File: config.mk
export PLATFORM = sky130hd
export DESIGN_NAME = re_seq
export DESIGN_NICKNAME = d
export VERILOG_FILES = /design/src/rtl/re_seq.sv
export SDC_FILE = /design/constraint.sdc
export NUM_CORES = 1
export LEC_CHECK = 0
export ABC_AREA = 1
export BUFFER_PORTS_ARGS = -buffer_cell sky130_fd_sc_hd__buf_2
export CAP_MARGIN = 30
export CORE_ASPECT_RATIO = 1.2
export CORE_MARGIN = 1.5
export CORE_UTILIZATION = 25
export DETAILED_ROUTE_END_ITERATION = 7
export PLACE_DENSITY = 0.54
export SYNTH_ARGS = -nofsm -noshare
export SYNTH_HDL_FRONTEND = slang
export SYNTH_SLANG_ARGS = --single-unit
File: constraint.sdc
create_clock -name clk -period 4.92 [get_ports clk]
set_input_delay 0.492 -clock clk [delete_from_list [all_inputs] [get_ports clk]]
set_output_delay 0.492 -clock clk [all_outputs]
set_load 0.01 [all_outputs]
File: src/rtl/re_seq.sv
// Reuleaux-triangle sequencer: latches three arc centres and clip windows, runs the
// shared circle engine once per arc and muxes its pixels onto the VGA port. Optional screen clear: RE_SEQ_CLEAR_EN.
module re_seq (
    input  logic        clk,
    input  logic        rst_n,
    input  logic        start,
    input  logic [7:0]  centre_x,
    input  logic [6:0]  centre_y,
    input  logic [7:0]  diameter,
    input  logic [2:0]  colour,
    output logic        done,
    output logic        circ_start,
    output logic [11:0] circ_centre_x,
    output logic [11:0] circ_centre_y,
    output logic [7:0]  circ_radius,
    output logic [11:0] circ_x_min,
    output logic [11:0] circ_x_max,
    output logic [11:0] circ_y_min,
    output logic [11:0] circ_y_max,
    output logic [2:0]  circ_colour,
    input  logic        circ_done,
    input  logic [7:0]  circ_vga_x,
    input  logic [6:0]  circ_vga_y,
    input  logic [2:0]  circ_vga_colour,
    input  logic        circ_vga_plot,
    output logic [7:0]  vga_x,
    output logic [6:0]  vga_y,
    output logic [2:0]  vga_colour,
    output logic        vga_plot
);

    typedef enum logic [3:0] {
        IDLE,
`ifdef RE_SEQ_CLEAR_EN
        CLEAR,
`endif
        CALC,
        ARC_A,
        GAP_A,
        ARC_B,
        GAP_B,
        ARC_C,
        FIN
    } state_t;

    state_t state_q, state_d;

    // Latched geometry, all 12-bit two's complement screen coordinates.
    logic [11:0] g_v1x, g_v2x, g_cx, g_vy, g_v3y;
    logic [7:0]  g_rad;
    logic [2:0]  g_col;

    // Triangle heights: 37/128 and 74/128 approximate sqrt(3)/6 and sqrt(3)/3 of d.
    logic [6:0]  h1;
    logic [7:0]  h2;
    logic [11:0] cx12, cy12, d_half;

    assign h1     = 7'(({6'd0, diameter} * 14'd37) >> 7);
    assign h2     = 8'(({7'd0, diameter} * 15'd74) >> 7);
    assign cx12   = {4'd0, centre_x};
    assign cy12   = {5'd0, centre_y};
    assign d_half = {5'd0, diameter[7:1]};

`ifdef RE_SEQ_CLEAR_EN
    logic [7:0] clr_x;
    logic [6:0] clr_y;
    logic       clr_last;

    assign clr_last = (clr_x == 8'd159) && (clr_y == 7'd119);

    always_ff @(posedge clk) begin
        if (!rst_n) begin
            clr_x <= '0;
            clr_y <= '0;
        end else if (state_q == CLEAR && start) begin
            if (clr_x == 8'd159) begin
                clr_x <= '0;
                clr_y <= clr_last ? 7'd0 : clr_y + 7'd1;
            end else begin
                clr_x <= clr_x + 8'd1;
            end
        end else begin
            clr_x <= '0;
            clr_y <= '0;
        end
    end
`endif

    // NOTE: reset is sampled on the clock edge, and the geometry registers are cleared too,
    // so a reset never leaves a stale arc visible on circ_radius/circ_colour.
    always_ff @(posedge clk) begin
        if (!rst_n) begin
            state_q <= IDLE;
            g_v1x   <= '0;
            g_v2x   <= '0;
            g_cx    <= '0;
            g_vy    <= '0;
            g_v3y   <= '0;
            g_rad   <= '0;
            g_col   <= '0;
        end else begin
            state_q <= state_d;
            if (state_q == CALC) begin
                g_v1x <= cx12 + d_half;
                g_v2x <= cx12 - d_half;
                g_cx  <= cx12;
                g_vy  <= cy12 + {5'd0, h1};
                g_v3y <= cy12 - {4'd0, h2};
                g_rad <= diameter;
                g_col <= colour;
            end
        end
    end

    // NOTE: every combinational output gets a default first so no path infers a latch.
    always_comb begin
        state_d = state_q;
        case (state_q)
            IDLE: begin
`ifdef RE_SEQ_CLEAR_EN
                if (start) state_d = CLEAR;
`else
                if (start) state_d = CALC;
`endif
            end
`ifdef RE_SEQ_CLEAR_EN
            CLEAR:   if (clr_last) state_d = CALC;
`endif
            CALC:    state_d = ARC_A;
            ARC_A:   if (circ_done) state_d = GAP_A;
            GAP_A:   state_d = ARC_B;
            ARC_B:   if (circ_done) state_d = GAP_B;
            GAP_B:   state_d = ARC_C;
            ARC_C:   if (circ_done) state_d = FIN;
            FIN:     state_d = FIN;
            default: state_d = IDLE;
        endcase
        // Dropping start aborts from anywhere.
        if (state_q != IDLE && !start) state_d = IDLE;
    end

    always_comb begin
        done          = (state_q == FIN);
        circ_start    = 1'b0;
        circ_centre_x = '0;
        circ_centre_y = '0;
        circ_x_min    = '0;
        circ_x_max    = '0;
        circ_y_min    = '0;
        circ_y_max    = '0;
        circ_radius   = g_rad;
        circ_colour   = g_col;
        vga_x         = '0;
        vga_y         = '0;
        vga_colour    = '0;
        vga_plot      = 1'b0;

        case (state_q)
`ifdef RE_SEQ_CLEAR_EN
            CLEAR: begin
                vga_x    = clr_x;
                vga_y    = clr_y;
                vga_plot = start;
            end
`endif
            ARC_A: begin
                circ_centre_x = g_cx;
                circ_centre_y = g_v3y;
                circ_x_min    = g_v2x - 12'd1;
                circ_x_max    = g_v1x + 12'd1;
                circ_y_min    = g_vy - 12'd1;
                circ_y_max    = 12'd120;
            end
            ARC_B: begin
                circ_centre_x = g_v1x;
                circ_centre_y = g_vy;
                circ_x_max    = g_cx + 12'd1;
                circ_y_max    = g_vy + 12'd1;
            end
            ARC_C: begin
                circ_centre_x = g_v2x;
                circ_centre_y = g_vy;
                circ_x_min    = g_cx - 12'd1;
                circ_x_max    = 12'd160;
                circ_y_max    = g_vy + 12'd1;
            end
            default: ;
        endcase

        if (state_q == ARC_A || state_q == ARC_B || state_q == ARC_C) begin
            circ_start = start;
            vga_x      = circ_vga_x;
            vga_y      = circ_vga_y;
            vga_colour = circ_vga_colour;
            vga_plot   = circ_vga_plot & start;
        end
    end

endmodule

==> results.py, run 1 <==
metrics = {
    "cts": {
        "cts_setup_buffers": 0,
        "numCtsBuffers": 5,
        "cts-root-buf": "clkbuf_16",
        "cts_repair_resize_count": 0,
        "cts_max_level": 2,
        "clkSinkCount": 56,
        "cts_tree": "built",
        "cts-hold-fix-buffers": 0,
        "clockBufferDepth": 2,
        "clk_pin_slew_worst_paths_ns": 0.08,
        "clk_latency_ns": 0.31,
    },
    "grt": {
        "grt_max_degree": 54,
        "antenna_found_initial": 1,
        "grt_pass1_vias": 5319,
        "grt_pass1_wl_um": 27640,
        "use_met3": 0.02438,
        "met2_usage": 0.2608,
        "busiest_layer": "met2",
        "grt_use_total": 0.1568,
        "met1_usage": 0.2053,
        "overflow": 0,
    },
    "floorplanning": {
        "dieArea_mm2": 0.02253,
        "num_rows": 58,
        "start_util": 0.2561,
        "die_h_um": 164.1,
        "pin_count": 153,
        "core_area_mm2": 0.02112,
        "fp.dieW_um": 137.3,
    },
    "drt": {
        "route.detailed.drc": 0,
        "drtAntennaViolNets": 0,
        "drt_iter0_markers": 333,
        "first_pass_iters": 7,
        "vias": 5840,
        "wire_per_inst_um": 14.15,
        "viasPerCell": 4.657,
        "wl_um": 17750,
    },
    "power": {
        "seqPwrFrac": 0.281,
        "p_int_mw": 1.201,
        "powerDensity_mw_per_mm2": 355.2,
        "pwr-share-comb": 0.548,
        "ir_drop_v": 0.0001502,
        "power.total_mw": 2.306,
        "clock_power_share": 0.171,
        "p_sw_mw": 1.105,
        "p_sw_frac": 0.4792,
        "p_leak_nw": 3.600,
    },
    "setup_path": {
        "cp.arrival_ns": 4.00,
        "startpoint": "diameter[5]",
        "cp.required_ns": 5.14,
        "worstPathMaxFanout": 5,
        "endpoint_kind": "flip-flop",
        "startpoint_type": "input port",
        "crit_path_cell_trace": "buf_2 > ha_1 > ha_1 > inv_1 > fa_1 > inv_1 > ha_1 > nand2_1 > nor2_1 > nand2_1 > nand3_1 > nand2_1 > nand2_1 > xor2_1 > inv_1 > ha_1 > nand2_1 > or2_2 > nand4_1 > nand3_1 > nand2_1 > inv_1",
        "cp_common_cell": "nand2_1",
        "reg2reg_from": "state_q[2]$_SDFFE_PP0P_",
        "slowest_delay_ns": 0.52,
        "crit_path_top_delay_cell": "fa_1",
        "criticalPathCategory": "in -> reg",
    },
    "final_layout": {
        "area_growth_pct": 20.01,
        "finalNonFillerCells": 1254,
        "diodes": 0,
        "stdcell_area_mm2": 0.006491,
        "most-common-layout-cells": "inv_1 (164), buf_2 (147), nand2_1 (146)",
        "final_nets": 1094,
        "final_common_cell": "inv_1",
        "drive_above_1_share": 0.1758,
    },
    "synthesis": {
        "ys_seq_area_frac": 0.2073,
        "yosysWarnings": 0,
        "synth_area_leaders": "dfxtp_1 (21%), ha_1 (13%), inv_1 (11%)",
        "synth.cell_area_mm2": 0.005409,
        "syn_area_per_cell_um2": 6.275,
        "synth_area_leader_cell": "dfxtp_1",
        "synth_top_area_frac": 0.2073,
        "ys_ff_latch": 56,
        "synth.distinct_cells": 40,
        "netlist_instances": 862,
    },
    "place": {
        "gp_congestion": 0.8490,
        "dp_hpwl_um": 14310,
        "place_inst": 1246,
        "portBuffers": 147,
        "placed_area_mm2": 0.006341,
    },
    "sta": {
        "timing.max_slew.rel_slack": 0.4170,
        "period_needed_ns": 3.784,
        "tns_ns": 0,
        "setup_viol": 0,
        "hold_slack_ns": 0.3991,
        "drv_slew": 0,
        "rsz0062_at_grt": "false",
        "post-route-period-util": 0.7691,
        "hold_viol": 0,
        "tightest_slew_ns": 0.8732,
        "timing.fmax_mhz": 264.3,
        "fin_skew_ns": 0.006307,
    },
    "job": {
        "max-cap-violations": 0,
    },
    "worst_hold_path": {
        "min_from": "colour[2]",
        "worstHoldPathType": "in -> reg",
    },
    "status": {
        "outcome": "finished clean",
    },
}
-- path summary, 6_finish.rpt --
| path | slack [ns] | cells past startpoint | endpoint |
|---|---|---|---|
| hold / removal | 0.40 | 3 | circ_colour[2]$_SDFFE_PN0P_ |
| setup / recovery | 1.14 | 22 | g_v3y[5]$_SDFFE_PN0P_ |
| hold reg to reg | 0.48 | 2 | g_v3y[6]$_SDFFE_PN0P_ |
| setup reg to reg | 2.97 | 7 | g_v2x[7]$_SDFFE_PN0P_ |
-- cell type report --
class | count | area [um2]
Timing Repair Buffer | 152 | 780.7
Clock inverter | 3 | 25.02
Fill cell | 2358 | 14630
Clock buffer | 5 | 125.1
Sequential cell | 56 | 1121
Tap cell | 270 | 337.8
Inverter | 166 | 623.1
Multi-Input combinational cell | 602 | 3478
-- kinds of logic after synthesis --
family	Yosys count	share of synthesized area
adders and majority gates	62	0.1531
buffers and inverters	208	0.1524
DFF	56	0.2073
xor gates and xnor gates	25	0.04048
other	1	0.0006933
and+or+nand+nor	335	0.2686
AOI/OAI and AO/OA	175	0.1774
-- sequential cells by signal, summed over array words and instances, names as in the netlist --
signal / flops
g_v2x: 9
state_q: 3
g_cx: 8
g_v3y: 9
g_vy: 8
g_v1x: 8
circ_colour: 3
circ_radius: 8
-- synthesized netlist by cell type (all sizes together) --
cell type / count
nor2: 79
nand4: 18
or2: 7
xor2: 20
nand3: 66
ha: 55
nand2: 147
a21oi: 74
o221ai: 7
inv: 166
o21a: 1
a211oi: 1
fa: 7
nor3: 15
conb: 1
o31ai: 4
clkbuf: 27
a32o: 2
a31oi: 2
nor4: 1
a21o: 1
nor3b: 1
buf: 15
o32ai: 1
o21bai: 1
o21ai: 67
a22o: 1
a21boi: 1
dfxtp: 56
nand3b: 1
xnor2: 5
o22ai: 12
-- worst max-delay path, delay by kind of cell --
kind          cells  cell delay (ns)
fa+ha+maj         5             1.75
xor+xnor          1             0.19
simple gates     11             1.23
buf+inv           5             0.34
-- per-stage QoR --
step	worst slack, ns	util
after global routing	0.8660	0.3074
final	1.136	0.3074
after global placement	0.8966	0.2992
after detailed placement	0.8024	0.3003
after CTS	1.127	0.3074
after floorplan	1.230	-
-- power by group through the flow --
stage | sequential [mW] | combinational (mW) | clock [mW]
floorplan | 0.634 | 0.904 | 0
global placement | 0.657 | 1.26 | 0
detailed placement | 0.657 | 1.27 | 0
CTS | 0.647 | 1.27 | 0.404
global route | 0.665 | 1.45 | 0.424
finish | 0.648 | 1.26 | 0.395
-- per-layer routing --
metal / up-vias / wire length [um]
met4: 2 / 382
met5: - / 13
met1: 2615 / 8451
met3: 26 / 916
li1: 3021 / -
met2: 176 / 7986
Power figures use the tool's default switching activity.
==> inputs of run 2 (changes only) <==
- clock period: 4.92 -> 3.5 ns (I/O delays scaled with it)
==> run 2 against run 1 <==
Effect of this change: total power up 56%; via count rose by 0.63%; combinational power increased by 65%; clock-buffer cell count unchanged; critical path type unchanged; largest power group unchanged; worst setup slack worse by 0.95 ns; critical path depth is the same; utilization increased by 2.9 points; sequential cell count is the same.
==> results.py, run 2 (synthesis results as in run 1) <==
metrics = {
    "power": {
        "clock_power_share": 0.169,
        "ir_drop_v": 0.0002802,
        "p_sw_frac": 0.4500,
        "pwr-share-comb": 0.578,
        "powerDensity_mw_per_mm2": 508.0,
        "p_leak_nw": 3.832,
        "power.total_mw": 3.605,
        "p_sw_mw": 1.622,
        "p_int_mw": 1.983,
        "seqPwrFrac": 0.253,
    },
    "final_layout": {
        "most-common-layout-cells": "inv_1 (161), buf_2 (147), nand2_1 (135)",
        "final_common_cell": "inv_1",
        "diodes": 0,
        "finalNonFillerCells": 1295,
        "drive_above_1_share": 0.2517,
        "area_growth_pct": 31.21,
        "postLayoutCoreUtil": 0.3361,
        "final_nets": 1135,
        "reg_top3": "g_v2x (9), g_v3y (9)",
    },
    "drt": {
        "first_pass_iters": 5,
        "viasPerCell": 4.538,
        "drt_iter0_markers": 349,
        "routed.top_layer": "met4",
        "wl_um": 17640,
        "met1_length_um": 8514,
        "wire_per_inst_um": 13.62,
        "route.detailed.drc": 0,
        "drtAntennaViolNets": 0,
        "vias": 5877,
        "wl_met2_um": 7949,
        "routed-wl-met3_um": 828,
    },
    "sta": {
        "fin_skew_ns": 0.01094,
        "hold_viol": 0,
        "post-route-period-util": 0.9482,
        "timing.max_slew.rel_slack": 0.3149,
        "drv_slew": 0,
        "setup_viol": 0,
        "period_needed_ns": 3.319,
        "tns_ns": 0,
        "tightest_slew_ns": 1.027,
        "timing.fmax_mhz": 301.3,
        "timing.final.ws_setup_ns": 0.1812,
    },
    "floorplanning": {
        "core_area_mm2": 0.02112,
        "dieArea_mm2": 0.02253,
        "num_rows": 58,
        "fp.dieW_um": 137.3,
        "die_h_um": 164.1,
        "pin_count": 153,
        "start_util": 0.2561,
    },
    "cts": {
        "clk_pin_slew_worst_paths_ns": 0.08,
        "numCtsBuffers": 5,
        "cts_tree": "built",
        "clkSinkCount": 56,
        "clk_latency_ns": 0.31,
        "clockBufferDepth": 2,
        "cts-root-buf": "clkbuf_16",
        "cts_max_level": 2,
    },
    "setup_path": {
        "criticalPathCategory": "in -> reg",
        "worstPathMaxFanout": 4,
        "cp.required_ns": 3.72,
        "cp.arrival_ns": 3.54,
        "endpoint_kind": "flip-flop",
        "startpoint_type": "input port",
    },
    "grt": {
        "antenna_found_initial": 0,
        "overflow": 0,
        "grt_use_total": 0.1539,
        "grt_pass1_vias": 5406,
        "grt_max_degree": 54,
        "grt_pass1_wl_um": 27250,
    },
    "place": {
        "portBuffers": 147,
        "dp_hpwl_um": 14130,
        "pre_cts_ws_ns": -0.2634,
        "place_inst": 1286,
        "gp_congestion": 0.8626,
    },
    "status": {
        "outcome": "finished clean",
    },
    "job": {
        "max-cap-violations": 0,
    },
    "worst_hold_path": {
        "worstHoldPathType": "in -> reg",
    },
}
[run 2: worst max-delay path: stages]
cell and delay, ns:
buf_2 0.12, ha_4 0.23, ha_1 0.27, inv_1 0.05
fa_1 0.52, inv_1 0.06, ha_4 0.27, nand2_2 0.06
nor2_2 0.09, nand2_1 0.07, nand3_2 0.12, nand2_2 0.08
nand2_4 0.10, xor2_4 0.16, inv_2 0.06, ha_4 0.29
nand2_2 0.07, or2_2 0.31, nand4_1 0.07, nand3_1 0.07
nand2_1 0.07, inv_1 0.03
[run 2: power groups by stage]
stage	Clock [mW]	Sequential, mW	Combinational, mW
global placement	0	0.923	1.95
global route	0.650	0.933	2.38
CTS	0.631	0.911	1.97
finish	0.608	0.912	2.08
detailed placement	0	0.925	1.96
floorplan	0	0.891	1.29
[run 2: layout make-up]
type,count,area (um2)
inverters,166,623.1
well taps,270,337.8
fillers,2337,14020
repair buffers,193,1081
flip-flops and latches,56,1121
multi-input cells,602,3762
clock inverters,3,46.29
clock buffers,5,125.1
[run 2: per-layer routing]
layer	vias to the layer above	track usage
met1	2590	0.2062
met3	19	0.02130
met2	166	0.2524
li1	3102	-
met5	-	0
met4	0	0.05167
[run 2: worst paths after layout]
kind	startpoint	to	slack, ns	cells after the start
setup / recovery	diameter[5]	g_v3y[5]$_SDFFE_PN0P_	0.18	22
hold reg to reg	g_v3y[6]$_SDFFE_PN0P_	g_v3y[6]$_SDFFE_PN0P_	0.47	2
setup reg to reg	state_q[2]$_SDFFE_PP0P_	g_v2x[4]$_SDFFE_PN0P_	1.74	6
hold / removal	colour[0]	circ_colour[0]$_SDFFE_PN0P_	0.26	3
[run 2: repair_timing]
action | CTS | global route
buffers inserted | 0 | 1
resized for setup | 0 | 45
setup endpoints to repair | 0 | 11
hold buffers | 0 | 0
[run 2: stage by stage]
step	instance area [um2]	hold WS (ns)
global placement	6664	0.4579
floorplan	5454	0.4454
finish	7097	0.2560
global route	7097	0.2578
CTS	6835	0.2484
detailed placement	6664	0.4657
==> inputs of run 3 (changes only) <==
- CAP_MARGIN: 30 -> 5
- clock period: 3.5 -> 3.44 ns (I/O delays scaled with it)
==> run 3 against run 2 <==
Effect of this change: critical endpoint is now g_vy[4]$_SDFFE_PN0P_; highest routed layer unchanged; non-clock buffer count fell by 2; die area is the same; critical path type unchanged; global-route usage is 0.48 points higher; final cell count hardly changed; routed wire length increased by 2.4%.
==> results.py, run 3 (synthesis results as in run 1) <==
metrics = {
    "power": {
        "pwr-share-comb": 0.591,
        "ir_drop_v": 0.0002148,
        "powerDensity_mw_per_mm2": 513.5,
        "p_leak_nw": 3.809,
        "clock_power_share": 0.153,
        "p_int_mw": 1.951,
        "p_sw_frac": 0.4620,
        "seqPwrFrac": 0.256,
        "p_sw_mw": 1.675,
    },
    "final_layout": {
        "final_nets": 1133,
        "most-common-layout-cells": "inv_1 (161), buf_2 (147), nand2_1 (132)",
        "fill_cells": 2321,
        "reg_top3": "g_v2x (9), g_v3y (9)",
        "final_common_cell": "inv_1",
        "area_growth_pct": 30.53,
        "drive_above_1_share": 0.2522,
        "stdcell_area_mm2": 0.007061,
    },
    "grt": {
        "antenna_found_initial": 1,
        "grt_use_total": 0.1587,
        "overflow": 0,
        "grt_max_degree": 54,
        "grt_pass1_vias": 5460,
        "grt_pass1_wl_um": 27790,
    },
    "drt": {
        "drtAntennaViolNets": 0,
        "wire_per_inst_um": 13.96,
        "route.detailed.drc": 0,
        "wl_um": 18060,
        "drt_iter0_markers": 255,
        "first_pass_iters": 7,
        "viasPerCell": 4.593,
        "vias": 5943,
    },
    "cts": {
        "cts_setup_buffers": 0,
        "clk_pin_slew_worst_paths_ns": 0.08,
        "cts_max_level": 2,
        "cts-root-buf": "clkbuf_16",
        "clockBufferDepth": 2,
        "clkSinkCount": 56,
        "cts_tree": "built",
        "numCtsBuffers": 5,
        "clk_latency_ns": 0.31,
    },
    "worst_hold_path": {
        "min_from": "colour[0]",
        "min_to": "circ_colour[0]$_SDFFE_PN0P_",
        "worstHoldPathType": "in -> reg",
        "min_path_cells": 3,
    },
    "sta": {
        "fin_skew_ns": 0.01285,
        "setup_viol": 0,
        "rsz0062_at_grt": "true",
        "post-route-period-util": 0.9622,
        "period_needed_ns": 3.310,
        "hold_viol": 0,
        "timing.fmax_mhz": 302.1,
        "timing.max_slew.rel_slack": 0.2940,
        "tightest_slew_ns": 1.058,
        "timing.final.ws_setup_ns": 0.1302,
        "drv_slew": 0,
        "tns_ns": 0,
    },
    "setup_path": {
        "worstReg2RegEnd": "g_v3y[10]$_SDFFE_PN0P_",
        "reg2reg_from": "state_q[0]$_SDFFE_PP0P_",
        "endpoint_kind": "flip-flop",
        "startpoint_type": "input port",
        "rrSetupSlack_ns": 1.65,
        "worstPathMaxFanout": 4,
        "cp.arrival_ns": 3.51,
        "cp.required_ns": 3.64,
        "ff2ff_path_depth": 6,
        "criticalPathCategory": "in -> reg",
    },
    "place": {
        "pre_cts_ws_ns": -0.3747,
        "gp_congestion": 0.8763,
        "placed_area_mm2": 0.006671,
        "dp_hpwl_um": 14430,
        "portBuffers": 147,
    },
    "floorplanning": {
        "fp.dieW_um": 137.3,
        "pin_count": 153,
        "num_rows": 58,
        "core_area_mm2": 0.02112,
        "start_util": 0.2561,
        "dieArea_mm2": 0.02253,
        "die_h_um": 164.1,
    },
    "status": {
        "outcome": "finished clean",
    },
    "job": {
        "max-cap-violations": 0,
    },
}
## run 3: layout make-up
| type | count | area (um2) | area share |
|---|---|---|---|
| Tap cell | 270 | 337.8 | 0.04785 |
| Sequential cell | 56 | 1121 | 0.1588 |
| Clock buffer | 6 | 138.9 | 0.01967 |
| Multi-Input combinational cell | 602 | 3756 | 0.5320 |
| Timing Repair Buffer | 191 | 1066 | 0.1510 |
| Clock inverter | 2 | 15.01 | 0.002127 |
| Inverter | 166 | 623.1 | 0.08825 |
| Antenna cell | 1 | 2.502 | 0.0003544 |
## run 3: worst max-delay path, cell delays in order
cell and delay (ns):
buf_2 0.11, ha_1 0.28, ha_1 0.29, fa_1 0.50
ha_4 0.31, nand2_1 0.10, nor2_4 0.13, nand2_2 0.07
nand3_4 0.11, nand2_2 0.05, nand2_2 0.08, xor2_2 0.18
ha_1 0.30, a21oi_1 0.20, nand2_1 0.09, xor2_1 0.16
o21ai_0 0.14, inv_1 0.05
## run 3: how the worst max path moves through the flow
stage                startpoint  cells past startpoint                    end
floorplan           diameter[5]                     21  g_v3y[5]$_SDFFE_PN0P_
global placement    diameter[5]                     22  g_v3y[5]$_SDFFE_PN0P_
detailed placement  diameter[5]                     22  g_v3y[5]$_SDFFE_PN0P_
CTS                 diameter[5]                     22  g_v3y[5]$_SDFFE_PN0P_
global route        diameter[4]                     22  g_v3y[7]$_SDFFE_PN0P_
finish              diameter[4]                     18   g_vy[4]$_SDFFE_PN0P_
## run 3: repair_timing
item	4_1_cts	5_1_grt
pin swaps	1	17
endpoints found under the hold margin	0	0
hold buffers	0	0
resized for setup	2	44
endpoints found under the setup margin	2	11
## run 3: per-layer routing
metal / part of all wire / GRT usage / wire length [um] / vias to the layer above
li1: - / - / - / 3095
met1: 0.46 / 0.2081 / 8301 / 2655
met2: 0.47 / 0.2688 / 8461 / 181
met3: 0.058 / 0.02438 / 1053 / 12
met4: 0.014 / 0.04306 / 245 / 0
met5: 0 / 0 / 0 / -
## run 3: per-stage QoR
step / hold slack (ns) / utilization / std cells / total power, mW
finish: 0.2515 / 0.3343 / 1294 / 3.626
global route: 0.2834 / 0.3342 / 1293 / 3.961
CTS: 0.2462 / 0.3234 / 1293 / 3.523
detailed placement: 0.4599 / 0.3159 / 1285 / 2.943
global placement: 0.4617 / 0.3159 / 1285 / 2.933
floorplan: 0.4454 / - / 866 / 2.220
## run 3: power groups by stage
stage          combinational, mW  sequential (mW)  clock [mW]
2_1_floorplan               1.31            0.907           0
3_3_place_gp                1.99            0.940           0
3_5_place_dp                2.00            0.941           0
4_1_cts                     2.02            0.926       0.577
5_1_grt                     2.41            0.949       0.600
6_report                    2.14            0.928       0.554
